`src/rtl/y_mux_rr_feeder.sv`:
```
// Round-robin sequencer around a 4-to-1 mux: picks a requesting source, drives the
// mux select, captures the muxed word and offers it on a valid/ready output.
module y_mux_rr_feeder #(
  parameter int unsigned W = 8
) (
  input  logic         clk,
  input  logic         rst,
  input  logic [3:0]   req,
  output logic [1:0]   sel,
  input  logic [W-1:0] mux_z,
  output logic [3:0]   gnt,
  output logic [W-1:0] out_data,
  output logic         out_valid,
  input  logic         out_ready
);

  typedef enum logic [1:0] {
    IDLE   = 2'd0,
    SAMPLE = 2'd1,
    HOLD   = 2'd2
  } state_t;

  state_t     state;
  logic [1:0] ptr;
  logic [1:0] winner;

  // First set request scanning from ptr upward, wrapping mod 4.
  always_comb begin
    logic       found;
    logic [1:0] idx;
    winner = ptr;
    found  = 1'b0;
    idx    = ptr;
    for (int i = 0; i < 4; i++) begin
      idx = ptr + 2'(i);
      if (!found && req[idx]) begin
        winner = idx;
        found  = 1'b1;
      end
    end
  end

  always_ff @(posedge clk or posedge rst) begin
    if (rst) begin
      state     <= IDLE;
      ptr       <= 2'd0;
      sel       <= 2'd0;
      out_data  <= '0;
      out_valid <= 1'b0;
      gnt       <= 4'd0;
    end else begin
      gnt <= 4'd0;
      case (state)
        IDLE: begin
          if (|req) begin
            sel   <= winner;
            state <= SAMPLE;
          end
        end
        SAMPLE: begin
          // Request is not re-checked here; the source committed when selected.
          out_data  <= mux_z;
          out_valid <= 1'b1;
          gnt       <= 4'b0001 << sel;
          ptr       <= sel + 2'd1;
          state     <= HOLD;
        end
        HOLD: begin
          if (out_ready) begin
            out_valid <= 1'b0;
            if (|req) begin
              sel   <= winner;
              state <= SAMPLE;
            end else begin
              state <= IDLE;
            end
          end
        end
        default: state <= IDLE;
      endcase
    end
  end

endmodule

```
`config.mk`:
```
export PLATFORM = sky130hd
export DESIGN_NAME = y_mux_rr_feeder
export DESIGN_NICKNAME = d
export VERILOG_FILES = /design/src/rtl/y_mux_rr_feeder.sv
export SDC_FILE = /design/constraint.sdc
export NUM_CORES = 1
export LEC_CHECK = 0
export ABC_AREA = 0
export BUFFER_PORTS_ARGS = -buffer_cell sky130_fd_sc_hd__buf_2
export CAP_MARGIN = 20
export CELL_PAD_IN_SITES_DETAIL_PLACEMENT = 1
export CELL_PAD_IN_SITES_GLOBAL_PLACEMENT = 1
export CORE_MARGIN = 2
export CORE_UTILIZATION = 35
export CTS_CLUSTER_DIAMETER = 200
export DETAILED_ROUTE_END_ITERATION = 8
export PLACE_DENSITY_LB_ADDON = 0.1
export SETUP_SLACK_MARGIN = 0.3
export SLEW_MARGIN = 20
export SYNTH_ARGS = -nofsm -noshare
export SYNTH_HDL_FRONTEND = slang
export SYNTH_SLANG_ARGS = --single-unit
```
`constraint.sdc`:
```
create_clock -name clk -period 2.2 [get_ports clk]
set_clock_uncertainty 0.2 [all_clocks]
set_input_delay 0.11 -clock clk [delete_from_list [all_inputs] [get_ports clk]]
set_output_delay 0.11 -clock clk [all_outputs]
set_load 0.03 [all_outputs]
```
Yosys cells after proc, flatten, opt, wreduce, memory -nomap -nowiden
Cells that the tools add are included.

cells by class
  add/subtract/negate cells = 4
  $lt $le $gt $ge = 4
  eq/ne operators = 4
  shift operators = 1
  muxes and demuxes = 24
  reduce and logical (&&, ||, !) cells = 13

operators with widths
  kind                                                                  count
  2-bit 2-to-1 mux                                                      7
  2-bit by 3-bit < comparator with 1-bit output, second input constant  4
  1-bit 2-to-1 mux                                                      9
  1-bit binary-select mux with 2-bit select                             4
  2-bit case mux with 3 select lines                                    1
  2-bit AND reduction                                                   3
  2-bit by 1-bit adder with 2-bit output, second input constant         2
  2-bit adder, second input constant                                    2
  4-bit 2-to-1 mux                                                      1
  2-bit != test, second input constant                                  2
  2-bit case mux with 2 select lines                                    1
  2-bit nonzero test                                                    2
  4-bit OR reduction                                                    1
  1-bit by 2-bit << shifter with 4-bit output, first input constant     1
  1-bit logical AND                                                     3
  1-bit zero test                                                       3
  2-bit by 1-bit == test with 1-bit output, second input constant       1
  2-bit == test, second input constant                                  1
  2-bit zero test                                                       1
  1-bit case mux with 2 select lines                                    1

word-level totals
  flip-flop bits (word level) = 19
  bits of input ports = 15
  output and inout port bits = 15
  logic and storage cells = 56

Logic depth before layout (Yosys ltp)
Gate-level depths: netlist of the first run.

  word-level depth = 15
  depth in mapped cells = 5
  depth with buffers taken out = 4

Least setup slack after synthesis of the first run
No wires, ideal clock.

  path kind = register -> register
  start = register state[1]
  end = register out_data[7]
  library setup time = 0.125 ns
  arrival = 1.088 ns
  data required time = 1.875 ns
  path slack = 0.787 ns
  stages on the path, launching flop included = 4
  path buffers = 1
  clock period less this slack = 1.413 ns
  path through = dfrtp_1 -> nor2_4 -> buf_6 -> mux2_2

between the ends
  longest elaborated chain between the ends = 1

RTL lines
  element                                   line  source
  from (decl)                               23    state_t state;
  from (signal assigned)                    45    state <= IDLE;
  from (signal assigned)                    57    state <= SAMPLE;
  from (signal assigned)                    66    state <= HOLD;
  2-bit by 1-bit == test with 1-bit output  53    case (state)
  to (signal assigned)                      62    out_data <= mux_z;
  to (decl)                                 12    output logic [W-1:0] out_data,

No other way between the ends.
A chain may end at the register's enable or synchronous reset.

Final worst setup path of the first run
  start = input req[1]
  end = register sel[0]

between the ends
  longest elaborated chain between the ends = 15
  elaborated cells on any way between the ends = 24
  classes of those cells = mux (17); reduce/logical (7)

RTL lines
  element                                    line    source
  from (decl)                                8       input logic [3:0] req,
  1-bit binary-select mux with 2-bit select  36      if (!found && req[idx]) begin
  1-bit 2-to-1 mux (implied by the code)     36
  1-bit 2-to-1 mux                           36
  1-bit zero test                            36
  1-bit logical AND                          36
  1-bit 2-to-1 mux                           36
  1-bit zero test                            36
  1-bit logical AND                          36
  1-bit 2-to-1 mux                           36
  1-bit zero test                            36
  1-bit logical AND                          36
  2-bit 2-to-1 mux                           36
  2-bit 2-to-1 mux (*)                       55, 71
  2-bit 2-to-1 mux                           69      if (out_ready) begin
  2-bit case mux with 2 select lines (*)     53
  to (signal assigned)                       56      sel <= winner;
  to (signal assigned)                       72      sel <= winner;
  to (decl)                                  9       output logic [1:0] sel,

Every way passes the cells marked *; elsewhere a longest branch is shown, timed or not. The select of a mux whose other input is x is not followed.

==> results.py, run 1 <==
metrics = {
    "logic_synthesis": {
        "synth_area_leaders": "dfrtp_1 56%, mux2_2 11%, ha_1 5.9%",
        "synth_top_family_by_area": "compound AO/OA/AOI/OAI gates",
        "synthArstFlopShare_pct": 100.0,
        "synth_compound_gate_area_share_pct": 12.54,
        "synthSimpleGateAreaFrac_pct": 9.145,
        "synth-edff-count": 0,
        "synth_cell_type_count": 23,
        "synth_top_area_share_pct": 56.05,
        "ys_warn_count": 0,
        "synth_common_cells": "19 x dfrtp_1, 10 x inv_1, 8 x mux2_2",
        "muxShareOfSynthArea_pct": 10.62,
        "synth_top_cell_by_area": "dfrtp_1",
        "synth_xor_area_share_pct": 0,
        "synth_cells": 71,
        "syn_nets": 90,
        "ys_seq_elements": 19,
        "synth_flop_cell": "dfrtp_1",
        "syn_area_per_cell_um2": 11.95,
        "ys_seq_area_share_pct": 56.05,
        "synthAdderAreaFrac_pct": 5.900,
        "synth_most_common_cell": "dfrtp_1",
        "syn-cell-area_um2": 848.3,
    },
    "sta": {
        "min_period_ps": 1619,
        "setup_viol": 0,
        "fin_tns_setup_ps": 0,
        "grt_setup_unrepaired": "no",
        "max_slew_margin_pct": 52.12,
        "final.period_utilization_pct": 73.61,
        "tightest_slew_ps": 717.5,
        "final_hold_viol_count": 0,
        "maxSlewViolCount": 0,
        "fmax_mhz": 617.5,
    },
    "run": {
        "maxCapViolCount": 0,
    },
    "clock_network": {
        "cts_buffers": 3,
        "root_buffer": "clkbuf_4",
        "clk_pin_slew_ps": 100,
        "clk_path_buf_depth": 2,
        "clk_latency_ps": 280,
        "cts_resized": 0,
        "cts_max_level": 1,
        "cts_tree": "built",
        "cts_sinks": 19,
    },
    "power_and_ir_drop": {
        "leakage_uw": 0.0005880,
        "seq_power_share_pct": 38.9,
        "clkPwrFrac_pct": 10.8,
        "p_int_uw": 872.3,
        "swShare_pct": 45.04,
        "powerDensity_mw_per_mm2": 1376,
        "p_comb_share_pct": 50.3,
        "switchingPower_uw": 714.8,
        "irDropWorstVdd_mv": 0.7003,
        "p_total_uw": 1587,
    },
    "drt": {
        "wl_um": 1860,
        "drt_pass1_iterations": 4,
        "drc": 0,
        "detail_route.iter0.violations": 3,
        "post_drt_wl_per_cell_um": 13.10,
        "vias": 663,
        "viasPerCell": 4.669,
        "drtAntennaViolNets": 0,
    },
    "setup_path": {
        "cp.arrival_ps": 1590,
        "end_kind": "flip-flop",
        "cp-start-kind": "input pin",
        "required_ps": 2170,
        "crit_fanout": 4,
        "worstSetupPathType": "in -> reg",
    },
    "finish": {
        "fin_area_mm2": 0.001154,
        "diodes": 0,
        "num-nets-final": 134,
        "multi_input_area_um2": 324.1,
        "finalNonFillerCells": 142,
        "drive_above_1_share_pct": 37.72,
        "fillers": 261,
        "seq_area_um2": 475.5,
        "areaGrowthSynthToFinish_pct": 35.99,
    },
    "floorplanning": {
        "core_area_mm2": 0.002255,
        "die_y_um": 53.23,
        "start_util_pct": 37.62,
        "io-pin-count": 30,
        "dieArea_mm2": 0.002833,
        "die_w_um": 53.23,
        "rows": 17,
    },
    "grt": {
        "grt_first_pass_wirelength_um": 3063,
        "track_usage_pct": 15.46,
        "gr-usage-met3_pct": 2.542,
        "grt_max_degree": 20,
        "antenna_found_initial": 0,
        "grtUsageMet2_pct": 28.81,
        "grt_overflow": 0,
        "use_met1_pct": 16.96,
        "busiest_layer": "met2",
        "grt_pass1_vias": 692,
    },
    "placed_design": {
        "place.gp.congestion": 0.7365,
        "place_hpwl_um": 1336,
        "port_buffers": 29,
        "placed_cell_area_mm2": 0.001017,
        "dp.cells": 127,
    },
    "hold_path": {
        "hold_path.class": "in -> reg",
    },
    "run_status": {
        "status": "finished, final reports clean",
    },
}
[sequential cells by signal (all words and copies together) (netlist names)]
name,count
ptr,2
sel,2
gnt,4
out_data,8
out_valid,1
state,2
[per-layer routing]
layer | wire length, µm | share of wire (%) | vias up
met4 | 16 | 0.86 | 0
met3 | 69 | 3.7 | 2
met1 | 745 | 40 | 322
li1 | - | - | 325
met2 | 1028 | 55 | 14
met5 | 0 | 0 | -
[worst paths after layout]
| path | from | endpoint | slack (ps) | cells past startpoint |
|---|---|---|---|---|
| max | req[1] | sel[0] | 580 | 6 |
| min | req[3] | sel[1] | 40 | 4 |
| max reg2reg | state[1] | out_data[3] | 670 | 2 |
| min reg2reg | out_data[1] | out_data[1] | 310 | 1 |
| max in group asynchronous | rst | sel[0] | 1070 | 3 |
| min in group asynchronous | rst | out_data[6] | 280 | 3 |
[stage by stage]
stage | setup slack, ps | utilization, % | hold slack (ps)
after CTS | 561.7 | 51.17 | 42.23
after global placement | 718.9 | 45.12 | 57.82
final | 580.6 | 51.17 | 42.18
after global routing | 538.1 | 51.17 | 58.17
after detailed placement | 663.6 | 45.12 | 82.04
after floorplan | 787.5 | - | -138.9
[power groups by stage]
stage,clock [µW],sequential (µW),combinational (µW)
final,172,617,798
after global routing,197,641,871
after CTS,182,620,807
after detailed placement,0,627,793
after global placement,0,619,772
after floorplan,0,853,351
[placed cells by master (no fill, tap or decap), types with 2 or more instances in the layout]
cell and instances:
buf_2 29, dfrtp_1 19, dlygate4sd3_1 11, inv_1 10, mux2_2 8, o21ai_0 4
a21oi_1 4, and2_1 4, ha_1 4, clkbuf_4 3, nor2_1 2, nand2_1 2
[worst max-delay path, stage by stage]
cell and delay (ps):
dlygate4sd3_1 530, buf_2 150, nor4_1 350, a211o_1 220, o21bai_1 150, o22ai_2 80
[logic make-up after synthesis]
| logic type | Yosys count |
|---|---|
| mux | 8 |
| fa+ha+maj | 4 |
| simple gates | 13 |
| buf+inv | 11 |
| compound gates | 16 |
| flops | 19 |
[area by class of cell]
| type | count | share of cell area, % |
|---|---|---|
| flip-flops and latches | 19 | 41.21 |
| well taps | 28 | 3.037 |
| repair buffers | 40 | 22.13 |
| multi-input cells | 41 | 28.09 |
| clock buffers | 4 | 2.278 |
| inverters | 10 | 3.254 |
[repair_timing]
action,CTS,global route
endpoints found under the hold margin,30,0
setup buffers,0,0
endpoints found under the setup margin,0,0
hold buffers,11,0
No activity file was read; power rests on OpenSTA's default activity.
==> run 2: changes to the inputs <==
- clock period: 2.2 -> 1.67 ns (I/O delays scaled with it)
==> run 2 against run 1 <==
Compared with the run above:
- the flow now finishes with violations (hold timing)
- die area unchanged
- register-to-register slack worse by 360 ps
- via count up 8.3%
- global-route usage increased by 3.9 points
- combinational power rose by 63%
- sequential share of layout area down 2.8 points
- final area grew 7.8%
==> results.py, run 2 (same netlist as run 1, synthesis figures left out) <==
metrics = {
    "run_status": {
        "status": "finished with violations",
        "violations": "hold timing",
    },
    "clock_network": {
        "cts_max_level": 1,
        "cts_buffers": 3,
        "cts_sinks": 19,
        "clk_path_buf_depth": 2,
        "clk_pin_slew_ps": 110,
        "clk_latency_ps": 310,
        "root_buffer": "clkbuf_4",
        "cts_tree": "built",
    },
    "placed_design": {
        "place.gp.congestion": 0.8000,
        "place_hpwl_um": 1573,
        "port_buffers": 29,
    },
    "setup_path": {
        "required_ps": 1710,
        "cp-start-kind": "flip-flop",
        "worstSetupPathType": "reg -> reg",
        "end_kind": "flip-flop",
        "crit_fanout": 4,
        "cp.arrival_ps": 1400,
    },
    "grt": {
        "track_usage_pct": 19.38,
        "grt_first_pass_wirelength_um": 3663,
        "grt_overflow": 0,
        "grt_max_degree": 13,
        "antenna_found_initial": 0,
        "grt_pass1_vias": 765,
    },
    "sta": {
        "maxSlewViolCount": 0,
        "fin_tns_setup_ps": 0,
        "grt_setup_unrepaired": "yes",
        "tightest_slew_ps": 317.1,
        "final_hold_viol_count": 1,
        "setup_viol": 0,
        "fmax_mhz": 737.2,
        "hold_slack_ps": -15.08,
        "min_period_ps": 1357,
        "final.period_utilization_pct": 81.23,
        "max_slew_margin_pct": 78.84,
    },
    "floorplanning": {
        "rows": 17,
        "io-pin-count": 30,
        "core_area_mm2": 0.002255,
        "die_w_um": 53.23,
        "die_y_um": 53.23,
        "start_util_pct": 37.62,
        "dieArea_mm2": 0.002833,
    },
    "finish": {
        "fin_util_pct": 55.16,
        "top_register": "out_data",
        "diodes": 0,
        "largest_registers": "out_data: 8 flops, gnt: 4 flops",
        "largest_register_ffs": 8,
        "areaGrowthSynthToFinish_pct": 46.61,
        "fillers": 264,
        "final_common_cell": "buf_2",
        "num-nets-final": 141,
        "drive_above_1_share_pct": 46.28,
        "layout.cells.most_common_list": "29 x buf_2, 17 x dfrtp_1, 11 x dlygate4sd3_1",
    },
    "power_and_ir_drop": {
        "powerDensity_mw_per_mm2": 1901,
        "p_total_uw": 2364,
        "irDropWorstVdd_mv": 1.156,
        "leakage_uw": 0.0006415,
    },
    "drt": {
        "drc": 0,
        "drt_pass1_iterations": 4,
        "wl_um": 2277,
        "viasPerCell": 4.819,
        "vias": 718,
        "post_drt_wl_per_cell_um": 15.28,
        "drtAntennaViolNets": 0,
        "detail_route.iter0.violations": 7,
    },
    "hold_path": {
        "hold_path.class": "in -> reg",
    },
    "run": {
        "maxCapViolCount": 0,
    },
}
-- run 2: changes by cell type in the layout (fill, tap and decap cells not counted), sizes merged --
| cell | previous run | this run |
|---|---|---|
| clkinv | 0 | 1 |
| clkbuf | 4 | 3 |
| buf | 29 | 36 |
-- run 2: path summary, 6_finish.rpt --
path	startpoint	end	slack, ps	cells after the start
setup / recovery	state[0]	sel[0]	310	4
hold / removal	req[3]	sel[1]	-20	4
setup reg to reg	state[0]	sel[0]	310	4
hold reg to reg	out_data[4]	out_data[4]	310	1
max in group asynchronous	rst	out_data[1]	750	4
min in group asynchronous	rst	ptr[0]	50	3
-- run 2: what timing repair did --
item | in CTS | in global routing
hold endpoints to repair | 31 | 0
hold buffers | 11 | 0
pin swaps | 1 | 1
setup endpoints to repair | 10 | 10
buffers inserted | 3 | 2
gates resized for setup | 5 | 5
-- run 2: power breakdown --
group / total, µW / internal (µW) / switching (µW)
clock network: 239 / 89.6 / 150
registers: 826 / 673 / 152
logic: 1300 / 560 / 739
-- run 2: final cells by class --
cell class	instances	area (µm²)	area share, %
clock buffers	3	22.52	1.811
clock inverters	1	5.005	0.4024
inverters	10	37.54	3.018
multi-input cells	41	345.3	27.77
flip-flops and latches	19	478.0	38.43
well taps	28	35.03	2.817
repair buffers	47	320.3	25.75
-- run 2: worst max-delay path: stages (launching register included) --
cell and delay, ps:
dfrtp_1 400, buf_4 140, a211o_1 280, o21bai_1 190, o22ai_2 90
-- run 2: layer usage --
| metal | up-vias | wire (µm) | track usage, % |
|---|---|---|---|
| li1 | 344 | - | - |
| met1 | 355 | 832 | 19.07 |
| met2 | 15 | 1319 | 36.83 |
| met3 | 4 | 83 | 5.085 |
| met4 | 0 | 41 | 8.974 |
| met5 | - | 0 | 0 |
-- run 2: per-stage QoR --
stage	setup slack, ps	cell area (µm²)	cells	hold slack (ps)
floorplan	276.2	849.6	71	-165.4
global route	264.2	1244	149	37.79
CTS	287.7	1222	147	4.540
detailed placement	220.1	1033	129	-148.9
finish	313.5	1244	149	-15.08
global placement	311.1	1033	129	-155.9
==> run 3: changes to the inputs <==
- clock period: 1.67 -> 1.3 ns (I/O delays scaled with it)
==> run 3 against run 2 <==
Compared with the run above:
- the flow finishes with violations (hold timing, setup timing)
- utilization increased by 12 points
- setup slack got worse by 420 ps
- flip-flop and latch count is the same
- worst hold slack better by 4.0 ps
- register-to-register slack lost 420 ps
- via count rose by 9.2%
- count of clock-buffer cells in the layout unchanged
- maximum frequency down 3.2%
- final area up 22%
- power increased by 65%
- sequential power rose by 39%
- routed wire length increased by 26%
==> results.py, run 3 (same netlist as run 1, synthesis figures left out) <==
metrics = {
    "setup_path": {
        "worstSetupPathType": "reg -> reg",
        "required_ps": 1300,
        "cp.arrival_ps": 1400,
        "reg2reg_setup_slack_ps": -100,
        "r2r-start": "state[1]",
        "crit_path_cell_trace": "nor2_4 -> buf_12 -> mux2_4",
        "worst_path_max_delay_cell": "dfrtp_1",
        "slowest_delay_ps": 460,
        "crit_fanout": 8,
        "r2r_end": "out_data[0]",
        "cp-start-kind": "flip-flop",
        "end_kind": "flip-flop",
        "reg2regPathDepth": 3,
    },
    "clock_network": {
        "root_buffer": "clkbuf_4",
        "clk_path_buf_depth": 2,
        "cts_max_level": 1,
        "clk_latency_ps": 300,
        "cts_tree": "built",
        "cts_buffers": 3,
        "cts_sinks": 19,
        "clk_pin_slew_ps": 110,
    },
    "sta": {
        "setup_viol": 12,
        "hold_slack_ps": -11.10,
        "final.period_utilization_pct": 107.9,
        "finalWorstSetupSlack_ps": -102.1,
        "tightest_slew_ps": 302.6,
        "grt_setup_unrepaired": "yes",
        "max_slew_margin_pct": 79.83,
        "fmax_mhz": 713.2,
        "min_period_ps": 1402,
        "maxSlewViolCount": 0,
        "fin_tns_setup_ps": -914.9,
        "final_hold_viol_count": 2,
    },
    "hold_path": {
        "holdPathEnd": "sel[1]",
        "hold_start": "req[3]",
        "hold_path.class": "in -> reg",
        "min_path_cells": 4,
    },
    "finish": {
        "final_common_cell": "buf_6",
        "top_register": "out_data",
        "areaGrowthSynthToFinish_pct": 79.35,
        "fin_area_mm2": 0.001521,
        "layout.cells.most_common_list": "19 x buf_6, 17 x dfrtp_1, 14 x buf_2, 14 x buf_4, 11 x dlygate4sd3_1",
        "largest_register_ffs": 8,
        "diodes": 0,
        "num-nets-final": 153,
        "drive_above_1_share_pct": 62.41,
        "largest_registers": "out_data: 8 flops, gnt: 4 flops",
    },
    "drt": {
        "post_drt_wl_per_cell_um": 17.83,
        "vias": 784,
        "drt_pass1_iterations": 4,
        "wl_um": 2871,
        "drc": 0,
        "viasPerCell": 4.870,
        "detail_route.iter0.violations": 8,
        "drtAntennaViolNets": 0,
    },
    "floorplanning": {
        "start_util_pct": 37.62,
        "dieArea_mm2": 0.002833,
        "io-pin-count": 30,
        "core_area_mm2": 0.002255,
        "rows": 17,
        "die_y_um": 53.23,
        "die_w_um": 53.23,
    },
    "power_and_ir_drop": {
        "p_int_uw": 2278,
        "switchingPower_uw": 1612,
        "irDropWorstVdd_mv": 1.588,
        "leakage_uw": 0.0007462,
        "seq_power_share_pct": 29.6,
        "p_comb_share_pct": 62.7,
        "swShare_pct": 41.44,
        "powerDensity_mw_per_mm2": 2556,
        "clkPwrFrac_pct": 7.7,
    },
    "grt": {
        "grt_pass1_vias": 821,
        "grt_overflow": 0,
        "antenna_found_initial": 0,
        "grt_first_pass_wirelength_um": 4050,
        "track_usage_pct": 21.05,
        "grt_max_degree": 12,
    },
    "placed_design": {
        "port_buffers": 29,
        "place_hpwl_um": 1485,
        "place.gp.congestion": 0.8069,
        "placed_cell_area_mm2": 0.001130,
    },
    "run_status": {
        "violations": "hold timing, setup timing",
        "status": "finished with violations",
    },
    "run": {
        "maxCapViolCount": 0,
    },
}
[run 3: worst max-delay path by stage]
| stage | from | to | slack, ps | depth (start not counted) |
|---|---|---|---|---|
| 3_3_place_gp | state[0] | out_data[6] | 10 | 4 |
| 2_1_floorplan | state[1] | out_data[7] | -60 | 3 |
| 4_1_cts | state[1] | out_data[5] | -40 | 3 |
| 5_1_grt | state[1] | out_data[0] | -120 | 3 |
| 3_5_place_dp | state[1] | out_data[1] | -30 | 3 |
| 6_report | state[1] | out_data[0] | -100 | 3 |
[run 3: worst max-delay path, delay by kind of cell, from the launching register on]
| kind | cells | cell delay [ps] |
|---|---|---|
| flip-flops | 1 | 460 |
| multiplexers | 1 | 310 |
| AND/OR/NAND/NOR | 1 | 180 |
| buffers and inverters | 1 | 150 |
[run 3: per-layer routing]
layer  vias to the layer above  routed length (µm)  track usage [%]
met5                         -                   0                0
met4                         0                  45            7.692
met3                         6                  83            5.085
met2                        21                1669            37.65
met1                       393                1072            23.92
li1                        364                   -                -
[run 3: power by group through the flow]
stage	Sequential [µW]	Clock, µW	Combinational (µW)
4_1_cts	1110	309	2070
2_1_floorplan	1460	0	651
5_1_grt	1180	342	2600
3_5_place_dp	1070	0	1620
3_3_place_gp	1060	0	1560
6_report	1150	301	2440
[run 3: cell type report]
cell class                 count  area [µm²]
fill                         249       733.2
clock buffer                   3       22.52
tap                           28       35.03
inverter                      10       41.29
timing repair buffer          59       519.2
multi-input combinational     41       420.4
sequential                    19       478.0
clock inverter                 1       5.005
[run 3: metrics by stage]
stage	util (%)	setup slack [ps]	instances	total power, µW	hold WS, ps
after floorplan	-	-59.66	71	2116	-184.0
after global placement	50.11	11.24	136	2615	-143.7
after detailed placement	50.11	-27.47	136	2687	-145.8
after CTS	62.60	-39.21	155	3484	-36.09
after global routing	67.48	-120.3	161	4124	-6.252
final	67.48	-102.1	161	3890	-11.10
[run 3: what timing repair did]
action,CTS,global route
setup buffers,5,5
endpoints found under the setup margin,34,44
hold buffers,10,2
pin swaps,1,4
endpoints found under the hold margin,31,3
resized for setup,40,15
